## config.mk

```make
export PLATFORM = sky130hd
export DESIGN_NAME = fpu_op_scheduler_flat
export DESIGN_NICKNAME = d
export VERILOG_FILES = /design/src/rtl/fpu_op_scheduler_if.sv /design/src/rtl/fpu_op_scheduler.sv /design/src/flat_wrapper.sv
export SDC_FILE = /design/constraint.sdc
export NUM_CORES = 1
export LEC_CHECK = 0
export ABC_CLOCK_PERIOD_IN_PS = 2000
export BUFFER_PORTS_ARGS = -buffer_cell sky130_fd_sc_hd__clkbuf_2
export CORE_ASPECT_RATIO = 0.75
export CORE_MARGIN = 2
export CORE_UTILIZATION = 45
export CTS_CLUSTER_SIZE = 24
export DETAILED_ROUTE_END_ITERATION = 8
export GPL_ROUTABILITY_DRIVEN = 1
export PLACE_DENSITY = 0.67
export SYNTH_ARGS = -nofsm -noshare
export SYNTH_HDL_FRONTEND = slang
export SYNTH_SLANG_ARGS = --single-unit
```

## constraint.sdc

```tcl
create_clock -name clk -period 2 [get_ports clk]
set_input_delay 0.2 -clock clk [delete_from_list [all_inputs] [get_ports clk]]
set_output_delay 0.2 -clock clk [all_outputs]
set_load 0.05 [all_outputs]
```

## src/rtl/fpu_op_scheduler_if.sv

```systemverilog
// Command, unit go/done and completion signals of the FPU op scheduler.
// Latency: none, wiring only.
// Backpressure: cmd_valid/cmd_ready on the command side, four-phase go/done toward the units.
interface fpu_op_scheduler_if #(
    parameter int NUM_UNITS = 4,
    parameter int TAG_W     = 8
);
    localparam int UW = (NUM_UNITS > 1) ? $clog2(NUM_UNITS) : 1;

    logic                 cmd_valid;
    logic                 cmd_ready;
    logic [UW-1:0]        cmd_unit;
    logic [TAG_W-1:0]     cmd_tag;
    logic [NUM_UNITS-1:0] unit_go;
    logic [NUM_UNITS-1:0] unit_done;
    logic                 cpl_valid;
    logic [TAG_W-1:0]     cpl_tag;
    logic [UW-1:0]        cpl_unit;
    logic                 cpl_err;
    logic                 busy;
    logic [15:0]          ops_done;

    // Command source and FPU units.
    modport master (
        output cmd_valid, cmd_unit, cmd_tag, unit_done,
        input  cmd_ready, unit_go, cpl_valid, cpl_tag, cpl_unit, cpl_err, busy, ops_done
    );

    // The scheduler itself.
    modport slave (
        input  cmd_valid, cmd_unit, cmd_tag, unit_done,
        output cmd_ready, unit_go, cpl_valid, cpl_tag, cpl_unit, cpl_err, busy, ops_done
    );
endinterface

```

## src/rtl/fpu_op_scheduler.sv

```systemverilog
// Generic synchronous FIFO, head visible combinationally on dout.
// Latency: a pushed entry is at the head the cycle after the push edge.
// Backpressure: caller must not push when full or pop when empty.
module sched_fifo #(
    parameter int W     = 8,
    parameter int DEPTH = 4
) (
    input  logic         clk,
    input  logic         rst_l,
    input  logic         push,
    input  logic [W-1:0] din,
    input  logic         pop,
    output logic [W-1:0] dout,
    output logic         full,
    output logic         empty
);
    localparam int AW = $clog2(DEPTH);

    logic [W-1:0] mem [DEPTH];
    logic [AW:0]  wr_ptr;
    logic [AW:0]  rd_ptr;

    // Storage write; contents need no reset, pointers define validity.
    always_ff @(posedge clk) begin
        if (push) begin
            mem[wr_ptr[AW-1:0]] <= din;
        end
    end

    // Pointers carry one extra wrap bit to tell full from empty.
    always_ff @(posedge clk or negedge rst_l) begin
        if (!rst_l) begin
            wr_ptr <= '0;
            rd_ptr <= '0;
        end else begin
            if (push) wr_ptr <= wr_ptr + 1'b1;
            if (pop)  rd_ptr <= rd_ptr + 1'b1;
        end
    end

    assign dout  = mem[rd_ptr[AW-1:0]];
    assign empty = (wr_ptr == rd_ptr);
    assign full  = (wr_ptr[AW] != rd_ptr[AW]) && (wr_ptr[AW-1:0] == rd_ptr[AW-1:0]);
endmodule

// In-order dispatcher: queues FPU commands, runs a four-phase go/done handshake per op.
// Latency: pop one edge after accept, go high from then; cpl one cycle after done falls.
// Backpressure: cmd_ready = !full (a same-cycle pop does not free space); one op in flight.
module fpu_op_scheduler #(
    parameter int NUM_UNITS = 4,
    parameter int DEPTH     = 4,
    parameter int TAG_W     = 8,
    parameter int TIMEOUT   = 1024
) (
    input  logic              clk,
    input  logic              rst_l,
    fpu_op_scheduler_if.slave bus
);
    localparam int UW  = (NUM_UNITS > 1) ? $clog2(NUM_UNITS) : 1;
    localparam int WDW = $clog2(TIMEOUT);

    typedef struct packed {
        logic [UW-1:0]    unit;
        logic [TAG_W-1:0] tag;
    } cmd_t;

    typedef enum logic [1:0] {IDLE, ISSUE, RELEASE, COMPLETE} state_t;

    state_t               state;
    cmd_t                 push_dat;
    cmd_t                 head_dat;
    logic                 fifo_full;
    logic                 fifo_empty;
    logic                 push_vld;
    logic                 pop_vld;
    logic                 head_bad;
    logic [UW-1:0]        cur_unit;
    logic [TAG_W-1:0]     cur_tag;
    logic                 err;
    logic [WDW-1:0]       wd;
    logic                 wd_hit;
    logic [NUM_UNITS-1:0] cur_sel;
    logic                 cur_done;
    logic                 cpl_valid_r;
    logic [TAG_W-1:0]     cpl_tag_r;
    logic [UW-1:0]        cpl_unit_r;
    logic                 cpl_err_r;
    logic [15:0]          ops_done_r;

    assign push_dat.unit = bus.cmd_unit;
    assign push_dat.tag  = bus.cmd_tag;
    assign push_vld      = bus.cmd_valid && !fifo_full;
    assign pop_vld       = (state == IDLE) && !fifo_empty;

    sched_fifo #(.W($bits(cmd_t)), .DEPTH(DEPTH)) u_fifo (
        .clk   (clk),
        .rst_l (rst_l),
        .push  (push_vld),
        .din   (push_dat),
        .pop   (pop_vld),
        .dout  (head_dat),
        .full  (fifo_full),
        .empty (fifo_empty)
    );

    // Unit index is one bit wider in the compare so NUM_UNITS = 2**UW still fits.
    assign head_bad = ({1'b0, head_dat.unit} >= (UW+1)'(NUM_UNITS));
    assign wd_hit   = (wd == WDW'(TIMEOUT - 1));

    // One-hot select of the current unit; out-of-range indices select nothing.
    always_comb begin
        cur_sel = '0;
        for (int i = 0; i < NUM_UNITS; i++) begin
            cur_sel[i] = (cur_unit == UW'(i));
        end
    end

    assign cur_done = |(bus.unit_done & cur_sel);

    // Dispatch FSM with watchdog, completion registers and op counter.
    always_ff @(posedge clk or negedge rst_l) begin
        if (!rst_l) begin
            state       <= IDLE;
            cur_unit    <= '0;
            cur_tag     <= '0;
            err         <= 1'b0;
            wd          <= '0;
            cpl_valid_r <= 1'b0;
            cpl_tag_r   <= '0;
            cpl_unit_r  <= '0;
            cpl_err_r   <= 1'b0;
            ops_done_r  <= '0;
        end else begin
            cpl_valid_r <= 1'b0;
            case (state)
                IDLE: begin
                    wd <= '0;
                    if (!fifo_empty) begin
                        cur_unit <= head_dat.unit;
                        cur_tag  <= head_dat.tag;
                        if (head_bad) begin
                            // Illegal unit: report straight away, never touch a go line.
                            err         <= 1'b1;
                            state       <= COMPLETE;
                            cpl_valid_r <= 1'b1;
                            cpl_tag_r   <= head_dat.tag;
                            cpl_unit_r  <= head_dat.unit;
                            cpl_err_r   <= 1'b1;
                        end else begin
                            err   <= 1'b0;
                            state <= ISSUE;
                        end
                    end
                end
                ISSUE: begin
                    if (cur_done || wd_hit) begin
                        // done wins over a watchdog expiring in the same cycle.
                        err   <= !cur_done;
                        state <= RELEASE;
                        wd    <= '0;
                    end else begin
                        wd <= wd + 1'b1;
                    end
                end
                RELEASE: begin
                    if (!cur_done || wd_hit) begin
                        // Still seeing done here means the watchdog fired.
                        err         <= err | cur_done;
                        state       <= COMPLETE;
                        wd          <= '0;
                        cpl_valid_r <= 1'b1;
                        cpl_tag_r   <= cur_tag;
                        cpl_unit_r  <= cur_unit;
                        cpl_err_r   <= err | cur_done;
                    end else begin
                        wd <= wd + 1'b1;
                    end
                end
                COMPLETE: begin
                    state <= IDLE;
                    if (!err && (ops_done_r != 16'hFFFF)) begin
                        ops_done_r <= ops_done_r + 16'd1;
                    end
                end
                default: state <= IDLE;
            endcase
        end
    end

    assign bus.cmd_ready = !fifo_full;
    assign bus.unit_go   = (state == ISSUE) ? cur_sel : '0;
    assign bus.cpl_valid = cpl_valid_r;
    assign bus.cpl_tag   = cpl_tag_r;
    assign bus.cpl_unit  = cpl_unit_r;
    assign bus.cpl_err   = cpl_err_r;
    assign bus.busy      = (state != IDLE) || !fifo_empty;
    assign bus.ops_done  = ops_done_r;
endmodule

```

## src/flat_wrapper.sv

```systemverilog
// flat-port wrapper written by rule: the top's interface ports become plain ports
module fpu_op_scheduler_flat 
#(
    parameter int NUM_UNITS = 4,
    parameter int DEPTH     = 4,
    parameter int TAG_W     = 8,
    parameter int TIMEOUT   = 1024
)
  (clk, rst_l, bus_cmd_valid, bus_cmd_unit, bus_cmd_tag, bus_unit_done, bus_cmd_ready, bus_unit_go, bus_cpl_valid, bus_cpl_tag, bus_cpl_unit, bus_cpl_err, bus_busy, bus_ops_done);
  fpu_op_scheduler_if #(.NUM_UNITS(NUM_UNITS), .TAG_W(TAG_W)) bus_i ();
  input  logic clk;
  input  logic rst_l;
  input wire logic [$bits(bus_i.cmd_valid)-1:0] bus_cmd_valid;
  input wire logic [$bits(bus_i.cmd_unit)-1:0] bus_cmd_unit;
  input wire logic [$bits(bus_i.cmd_tag)-1:0] bus_cmd_tag;
  input wire logic [$bits(bus_i.unit_done)-1:0] bus_unit_done;
  output wire logic [$bits(bus_i.cmd_ready)-1:0] bus_cmd_ready;
  output wire logic [$bits(bus_i.unit_go)-1:0] bus_unit_go;
  output wire logic [$bits(bus_i.cpl_valid)-1:0] bus_cpl_valid;
  output wire logic [$bits(bus_i.cpl_tag)-1:0] bus_cpl_tag;
  output wire logic [$bits(bus_i.cpl_unit)-1:0] bus_cpl_unit;
  output wire logic [$bits(bus_i.cpl_err)-1:0] bus_cpl_err;
  output wire logic [$bits(bus_i.busy)-1:0] bus_busy;
  output wire logic [$bits(bus_i.ops_done)-1:0] bus_ops_done;
  assign bus_i.cmd_valid = bus_cmd_valid;
  assign bus_i.cmd_unit = bus_cmd_unit;
  assign bus_i.cmd_tag = bus_cmd_tag;
  assign bus_i.unit_done = bus_unit_done;
  assign bus_cmd_ready = bus_i.cmd_ready;
  assign bus_unit_go = bus_i.unit_go;
  assign bus_cpl_valid = bus_i.cpl_valid;
  assign bus_cpl_tag = bus_i.cpl_tag;
  assign bus_cpl_unit = bus_i.cpl_unit;
  assign bus_cpl_err = bus_i.cpl_err;
  assign bus_busy = bus_i.busy;
  assign bus_ops_done = bus_i.ops_done;
  fpu_op_scheduler #(.NUM_UNITS(NUM_UNITS), .DEPTH(DEPTH), .TAG_W(TAG_W), .TIMEOUT(TIMEOUT)) u_core (.clk(clk), .rst_l(rst_l), .bus(bus_i));
endmodule
```

==> results of run 1 <==
[layout make-up]
| cell class | instances | area [sq um] |
|---|---|---|
| fill | 782 | 4020 |
| sequential | 97 | 2630 |
| multi-input combinational | 182 | 1600 |
| timing repair buffer | 68 | 388 |
| clock buffer | 10 | 229 |
| tap | 128 | 160 |
| clock inverter | 6 | 73.8 |
| inverter | 15 | 56.3 |
[final timing paths]
| path | startpoint | end | slack (ns) |
|---|---|---|---|
| setup / recovery | u_core.cur_unit[0]$_DFFE_PN0P_ | u_core.wd[7]$_DFFE_PN0N_ | 0.06 |
| hold / removal | bus_cmd_tag[3] | u_core.u_fifo.mem[0][3]$_DFFE_PP_ | 0.06 |
| setup reg to reg | u_core.cur_unit[0]$_DFFE_PN0P_ | u_core.wd[7]$_DFFE_PN0N_ | 0.06 |
| hold reg to reg | u_core.bus.ops_done[4]$_DFFE_PN0P_ | u_core.bus.ops_done[4]$_DFFE_PN0P_ | 0.49 |
| max in group asynchronous | rst_l | u_core.cur_tag[1]$_DFFE_PN0P_ | 0.88 |
| min in group asynchronous | rst_l | u_core.bus.ops_done[15]$_DFFE_PN0P_ | 0.40 |
[kinds of logic after synthesis]
kind of cell / after synthesis
DFF: 97
AOI/OAI and AO/OA: 33
xor gates and xnor gates: 22
buffers and inverters: 22
adders and majority gates: 11
and+or+nand+nor: 78
muxes: 38
[power groups by stage]
stage          Combinational (uW)  Clock, uW  Sequential (uW)
5_1_grt                      3760       1880             3090
6_report                     3460       1750             3020
2_1_floorplan                1940          0             3610
4_1_cts                      3490       1800             3020
3_5_place_dp                 3470          0             3060
3_3_place_gp                 3370          0             3040
[registers in the layout, indices dropped and copies added, names as in the netlist]
register and count:
u_core.bus.cpl_valid 1, u_core.bus.cpl_err 1, u_core.u_fifo.mem 40, u_core.cur_tag 8
u_core.bus.cpl_tag 8, u_core.state 2, u_core.u_fifo.rd_ptr 3, u_core.wd 10
u_core.bus.cpl_unit 2, u_core.err 1, u_core.cur_unit 2, u_core.bus.ops_done 16
u_core.u_fifo.wr_ptr 3
[metal layers]
metal | up-vias | wire length [microns] | GRT usage
met5 | - | 0 | 0
met4 | 0 | 119 | 0.0545
met3 | 13 | 317 | 0.0562
met2 | 50 | 3850 | 0.275
met1 | 1318 | 3800 | 0.232
li1 | 1268 | - | -
[cells in the final DEF (no fill, tap or decap), types with 2 or more instances in the layout]
master / count
o311ai_2: 2
dfrtp_2: 5
o211ai_1: 8
edfxtp_1: 40
clkbuf_2: 50
nor4_1: 3
xor2_1: 3
nand2_1: 24
mux2_2: 25
o21ai_0: 5
buf_4: 17
dfrtp_1: 52
or3_1: 2
or4_1: 3
a21oi_1: 2
and4_1: 3
nand3_1: 9
and2_1: 4
inv_1: 15
nor2_1: 7
a31o_2: 2
and3_1: 5
xnor2_1: 19
nand4_1: 8
ha_1: 11
nor3_1: 2
nand2b_1: 2
clkbuf_16: 9
mux4_2: 11
a21o_1: 2
inv_8: 2
o41ai_1: 3
[worst reg2reg max path: stages (launching register included)]
cell,delay [ns]
dfrtp_1,0.36
mux4_2,0.58
mux2i_2,0.24
buf_4,0.18
o41ai_1,0.34
o2bb2ai_1,0.16
[through the flow]
| stage | total power (uW) | cells |
|---|---|---|
| 3_3_place_gp | 6420 | 489 |
| 4_1_cts | 8310 | 506 |
| 2_1_floorplan | 5550 | 301 |
| 6_report | 8230 | 506 |
| 5_1_grt | 8730 | 506 |
| 3_5_place_dp | 6530 | 489 |
[what timing repair did]
item | CTS | global route
setup endpoints to repair | 0 | 18
resized for setup | 0 | 3
hold buffers | 1 | 0
endpoints found under the hold margin | 23 | 0
==> summary.md, run 1 <==
| Metric | Value |
|---|---|
| Worst IR drop on VDD | 0.000753 V |
| CP Cell Sequence | mux4_2 -> mux2i_2 -> buf_4 -> o41ai_1 -> o2bb2ai_1 |
| # DRC | 0 |
| Switch Pwr | 3220 uW |
| R2R cell count | 5 |
| Cells after synthesis | 301 |
| Crit path max fanout | 7 |
| Crit-path slowest cell | mux4_2 |
| Post-Synth Adder-Cell Area | 0.0321 |
| Synth warnings | 0 |
| Number of distinct library cells after synthesis | 46 |
| Asr flop ratio synth | 0.588 |
| Cell area after synthesis | 4280 sq um |
| Post-synthesis register bit count | 97 |
| Cts bufs inserted | 9 |
| Crit path capture type | flip-flop |
| Finished Cell Area | 5140 sq um |
| Pin count of the biggest net entering global routing | 26 |
| Core area | 9160 sq um |
| Via count | 2,649 |
| Largest delay share family, worst path | multiplexers |
| Synthesized net count | 329 |
| EDFF count, synth | 40 |
| Buffers & Inverters on Critical Path | 1 |
| Area delta synth->final | 19.9% |
| # H-tree levels | 3 |
| RSZ-0062 raised after global routing | yes |
| CP max stage delay | 0.58 ns |
| Vias in the first global route | 2,654 |
| Largest family of logic cells by synthesized area | multiplexers |
| Share of Yosys cell area claimed by the top area cell type | 0.333 |
| Synth top area cells | dfrtp_1 33%, edfxtp_1 28%, mux2_2 6.6%, mux4_2 5.8%, xnor2_1 3.9% |
| Tmin final | 1.94 ns |
| Final period utilization | 0.969 |
| Initial DRT Pass Iterations | 4 |
| Maxcap violations | 0 |
| Sequential area share after synthesis | 0.613 |
| Final WS setup | 0.0619 ns |
| Worst slack, placed | 0.0511 ns |
| Power share of the clock group | 0.213 |
| Leakage power | 0.00212 uW |
| Starting density of the core | 0.468 |
| Synth top cells by count | 57 x dfrtp_1, 40 x edfxtp_1, 25 x mux2_2, 24 x nand2_1, 19 x xnor2_1 |
| Req. time, crit path | 2.27 ns |
| Die Y | 88.5 microns |
| Clock transition at path regs | 0.07 ns |
| Starting DRT DRC Count | 167 |
| Top-count cell post-synth | dfrtp_1 |
| Synth Area in XOR/XNOR | 0.0450 |
| Worst hold slack | 0.0621 ns |
| Clock skew | 0.00410 ns |
| Hold Fails Final Rpt | 0 |
| Pint | 5010 uW |
| Comb power frac | 0.420 |
| Site Rows | 30 |
| Power per cell area | 1600 nW/um^2 |
| CTS tree | built |
| Via-to-Cell Ratio | 5.24 |
| Critical path startpoint category | flip-flop |
| I/O Buffers | 50 |
| Status | finished, final reports clean |
| Headroom to the max-slew limit | 0.600 |
| Post-CTS setup buffers | 0 |
| Top Ports | 51 |
| Post-synthesis simple-gate area fraction | 0.102 |
| Crit path depth | 5 |
| Final ANT Viol Nets | 0 |
| Syn Area/Cell | 14.2 sq um |
| Full die area | 10,300 sq um |
| Initial antenna violation count | 0 |
| Total Routing Usage GR | 0.174 |
| Arr. time, crit path | 2.21 ns |
| Clock root cell | clkbuf_16 |
| Final HPWL DP | 5690 microns |
| Routed length per instance | 16.0 microns |
| Hold Path Depth | 1 |
| CTS max path bufs | 2 |
| Routed wire length | 8090 microns |
| Global placement routability congestion | 0.795 |
| Synth area leader | dfrtp_1 |
| Gr ovfl total | 0 |
| Fmax | 516 MHz |
| Switching Fraction | 0.391 |
| Fin util | 0.561 |
| Main synth FF type | dfrtp_1 |
| Kind of critical path | reg -> reg |
| Placed cell area | 4810 sq um |
| Global-route wire length before repair | 13,400 microns |
| CTS Sinks | 97 |
| Reg power frac | 0.367 |
| Layout cell share with drive strength beyond 1 | 0.357 |
| Setup_tns | 0 ns |
| Hold WC Path Type | in -> reg |
| Mux contribution to synthesized area | 0.129 |
| Antenna cells | 0 |
| Final setup vio count | 0 |
| Compound-gate portion of the synthesized area | 0.0581 |
| Pins Over Slew Limit | 0 |
| Skew-Pair Late Insertion Delay | 0.35 ns |
| Die Wd | 117 microns |
| Final net count | 401 |
| Slew @ Worst Pin | 0.599 ns |
(Power assumes the default switching activity.)
==> run 2: changes to the inputs <==
- MAX_ROUTING_LAYER: default -> met4
- REMOVE_ABC_BUFFERS: default -> 1
- SKIP_CTS_REPAIR_TIMING: default -> 1
==> run 2 against run 1 <==
Effect of this change: first-iteration DRC count rose by 33%; clock power down 6%; sequential cell count unchanged; cell count up 1.6%; via count grew 3.7%; sequential power down 1%; register-to-register slack hardly changed; critical path type unchanged; largest power group unchanged; highest routed layer unchanged.
==> summary.md, run 2 (synthesized netlist as in run 1, its figures left out) <==
| Metric | Value |
|---|---|
| Status | finished, final reports clean (unchanged) |
| Antenna cells | 0 (unchanged) |
| Final period utilization | 0.963 (was 0.969) |
| Cells after DPL | 496 (was 489) |
| Buffers & Inverters on Critical Path | 0 (was 1) |
| Commonest non-fill, non-tap cells in the layout | 57 x dfrtp_1, 50 x clkbuf_2, 40 x edfxtp_1 (was 52 x dfrtp_1, 50 x clkbuf_2, 40 x edfxtp_1) |
| Starting density of the core | 0.468 (unchanged) |
| Final net count | 409 (was 401) |
| Layout cell share with drive strength beyond 1 | 0.360 (was 0.357) |
| Clock root cell | clkbuf_16 (unchanged) |
| Routed length per instance | 16.2 microns (was 16.0 microns) |
| Global placement routability congestion | 1.03 (was 0.795) |
| CP max stage delay | 0.58 ns (about the same) |
| Die Wd | 117 microns (unchanged) |
| Critical path startpoint category | flip-flop (unchanged) |
| Maxcap violations | 0 (unchanged) |
| Worst IR drop on VDD | 0.000876 V (was 0.000753 V) |
| Final ANT Viol Nets | 0 (unchanged) |
| Gr ovfl total | 0 (unchanged) |
| RR Startpoint | u_core.cur_unit[0]$_DFFE_PN0P_ (unchanged) |
| R2r setup slk | 0.07 ns (was 0.06 ns) |
| Fmax | 519 MHz (was 516 MHz) |
| Kind of critical path | reg -> reg (unchanged) |
| Number of flip-flops in the largest register | 40 (unchanged) |
| HP Start | bus_cmd_tag[1] (was bus_cmd_tag[3]) |
| Req. time, crit path | 2.23 ns (was 2.27 ns) |
| Tmin final | 1.93 ns (was 1.94 ns) |
| Cts bufs inserted | 9 (unchanged) |
| Headroom to the max-slew limit | 0.539 (was 0.600) |
| CTS Sinks | 97 (unchanged) |
| Starting DRT DRC Count | 222 (was 167) |
| Final WS setup | 0.0744 ns (was 0.0619 ns) |
| Commonest non-fill, non-tap cell in the layout | dfrtp_1 (unchanged) |
| Final setup vio count | 0 (unchanged) |
| Top Ports | 51 (unchanged) |
| Largest delay share family, worst path | multiplexers (unchanged) |
| # DRC | 0 (unchanged) |
| CP startpoint | u_core.cur_unit[0]$_DFFE_PN0P_ (unchanged) |
| Vias in the first global route | 2,591 (was 2,654) |
| CP Cell Sequence | mux4_2 -> mux2i_2 -> or3_4 -> o311ai_2 (was mux4_2 -> mux2i_2 -> buf_4 -> o41ai_1 -> o2bb2ai_1) |
| Arr. time, crit path | 2.16 ns (was 2.21 ns) |
| Crit path capture type | flip-flop (unchanged) |
| Skew-Pair Late Insertion Delay | 0.34 ns (was 0.35 ns) |
| Via count | 2,748 (was 2,649) |
| Finished Cell Area | 5190 sq um (was 5140 sq um) |
| Critical R2R Capture | u_core.wd[2]$_DFFE_PN0N_ (was u_core.wd[7]$_DFFE_PN0N_) |
| Full die area | 10,300 sq um (unchanged) |
| Pins Over Slew Limit | 0 (unchanged) |
| Clock transition at path regs | 0.06 ns (was 0.07 ns) |
| Non-filler cells, final | 514 (was 506) |
| Area delta synth->final | 21.3% (was 19.9%) |
| Placed cell area | 4860 sq um (was 4810 sq um) |
| CTS tree | built (unchanged) |
| Worst slack, placed | 0.000890 ns (was 0.0511 ns) |
| Clock skew | 0.00709 ns (was 0.00410 ns) |
| Total Routing Usage GR | 0.181 (was 0.174) |
| Global-route wire length before repair | 13,400 microns (about the same) |
| # H-tree levels | 3 (unchanged) |
| Crit path max fanout | 7 (unchanged) |
| Hold Path Depth | 1 (unchanged) |
| Initial antenna violation count | 0 (unchanged) |
| Initial DRT Pass Iterations | 4 (unchanged) |
| R2R cell count | 4 (was 5) |
| Crit-path slowest cell | mux4_2 (unchanged) |
| Pin count of the biggest net entering global routing | 32 (was 26) |
| Die Y | 88.5 microns (unchanged) |
| Slew @ Worst Pin | 0.691 ns (was 0.599 ns) |
| Routed wire length | 8340 microns (was 8090 microns) |
| Hold WC Path Type | in -> reg (unchanged) |
| I/O Buffers | 50 (unchanged) |
| RSZ-0062 raised after global routing | yes (unchanged) |
| Site Rows | 30 (unchanged) |
| Via-to-Cell Ratio | 5.35 (was 5.24) |
| CTS max path bufs | 2 (unchanged) |
| Core area | 9160 sq um (unchanged) |
| Hold path endpoint | u_core.u_fifo.mem[0][1]$_DFFE_PP_ (was u_core.u_fifo.mem[0][3]$_DFFE_PP_) |
| Power per cell area | 1580 nW/um^2 (was 1600 nW/um^2) |
| Leakage power | 0.00218 uW (was 0.00212 uW) |
| Final HPWL DP | 5940 microns (was 5690 microns) |
| Hold Fails Final Rpt | 0 (unchanged) |
run 2: area by class of cell:
class / count / area (sq um)
clock buffer: 10 / 229
clock inverter: 6 / 58.8
fill: 771 / 3960
inverter: 15 / 56.3
multi-input combinational: 182 / 1600
sequential: 97 / 2630
tap: 128 / 160
timing repair buffer: 76 / 460
run 2: stage by stage:
step | TNS, ns | hold WS, ns | util | power (uW)
finish | 0 | 0.0824 | 0.567 | 8200
global route | -0.0488 | 0.0782 | 0.567 | 8700
CTS | 0 | -0.0782 | 0.562 | 8210
detailed placement | 0 | 0.281 | 0.530 | 6520
global placement | 0 | 0.271 | 0.530 | 6450
floorplan | -2.21 | -0.0956 | - | 5500
run 2: routing by layer:
| layer | global-route usage | wire length, microns | share of wire | vias up |
|---|---|---|---|---|
| met2 | 0.262 | 3780 | 0.45 | 82 |
| met4 | 0.0620 | 136 | 0.016 | 0 |
| met1 | 0.251 | 3970 | 0.48 | 1364 |
| met5 | - | 0 | 0 | - |
| li1 | - | - | - | 1288 |
| met3 | 0.0452 | 456 | 0.055 | 14 |
run 2: worst register-to-register path: stages (launching register included):
cell      delay (ns)
dfrtp_1         0.37
mux4_2          0.58
mux2i_2         0.23
or3_4           0.41
o311ai_2        0.23
run 2: worst max-delay path by stage:
stage                                                     to  slack [ns]  cells past startpoint
after floorplan           u_core.bus.ops_done[1]$_DFFE_PN0P_       -0.31                      5
after global placement     u_core.bus.cpl_tag[1]$_DFFE_PN0P_        0.12                      4
after detailed placement            u_core.wd[2]$_DFFE_PN0N_      0.0009                      4
after CTS                           u_core.wd[2]$_DFFE_PN0N_        0.01                      4
after global routing                u_core.wd[2]$_DFFE_PN0N_       -0.04                      4
final                               u_core.wd[2]$_DFFE_PN0N_        0.07                      4
run 2: power breakdown:
| part | leakage, uW | total, uW | switching [uW] | internal [uW] |
|---|---|---|---|---|
| logic | 0.000941 | 3570 | 2180 | 1380 |
| clock network | 0.000146 | 1650 | 689 | 964 |
| registers | 0.00109 | 2980 | 306 | 2680 |
| total | 0.00218 | 8200 | 3180 | 5020 |
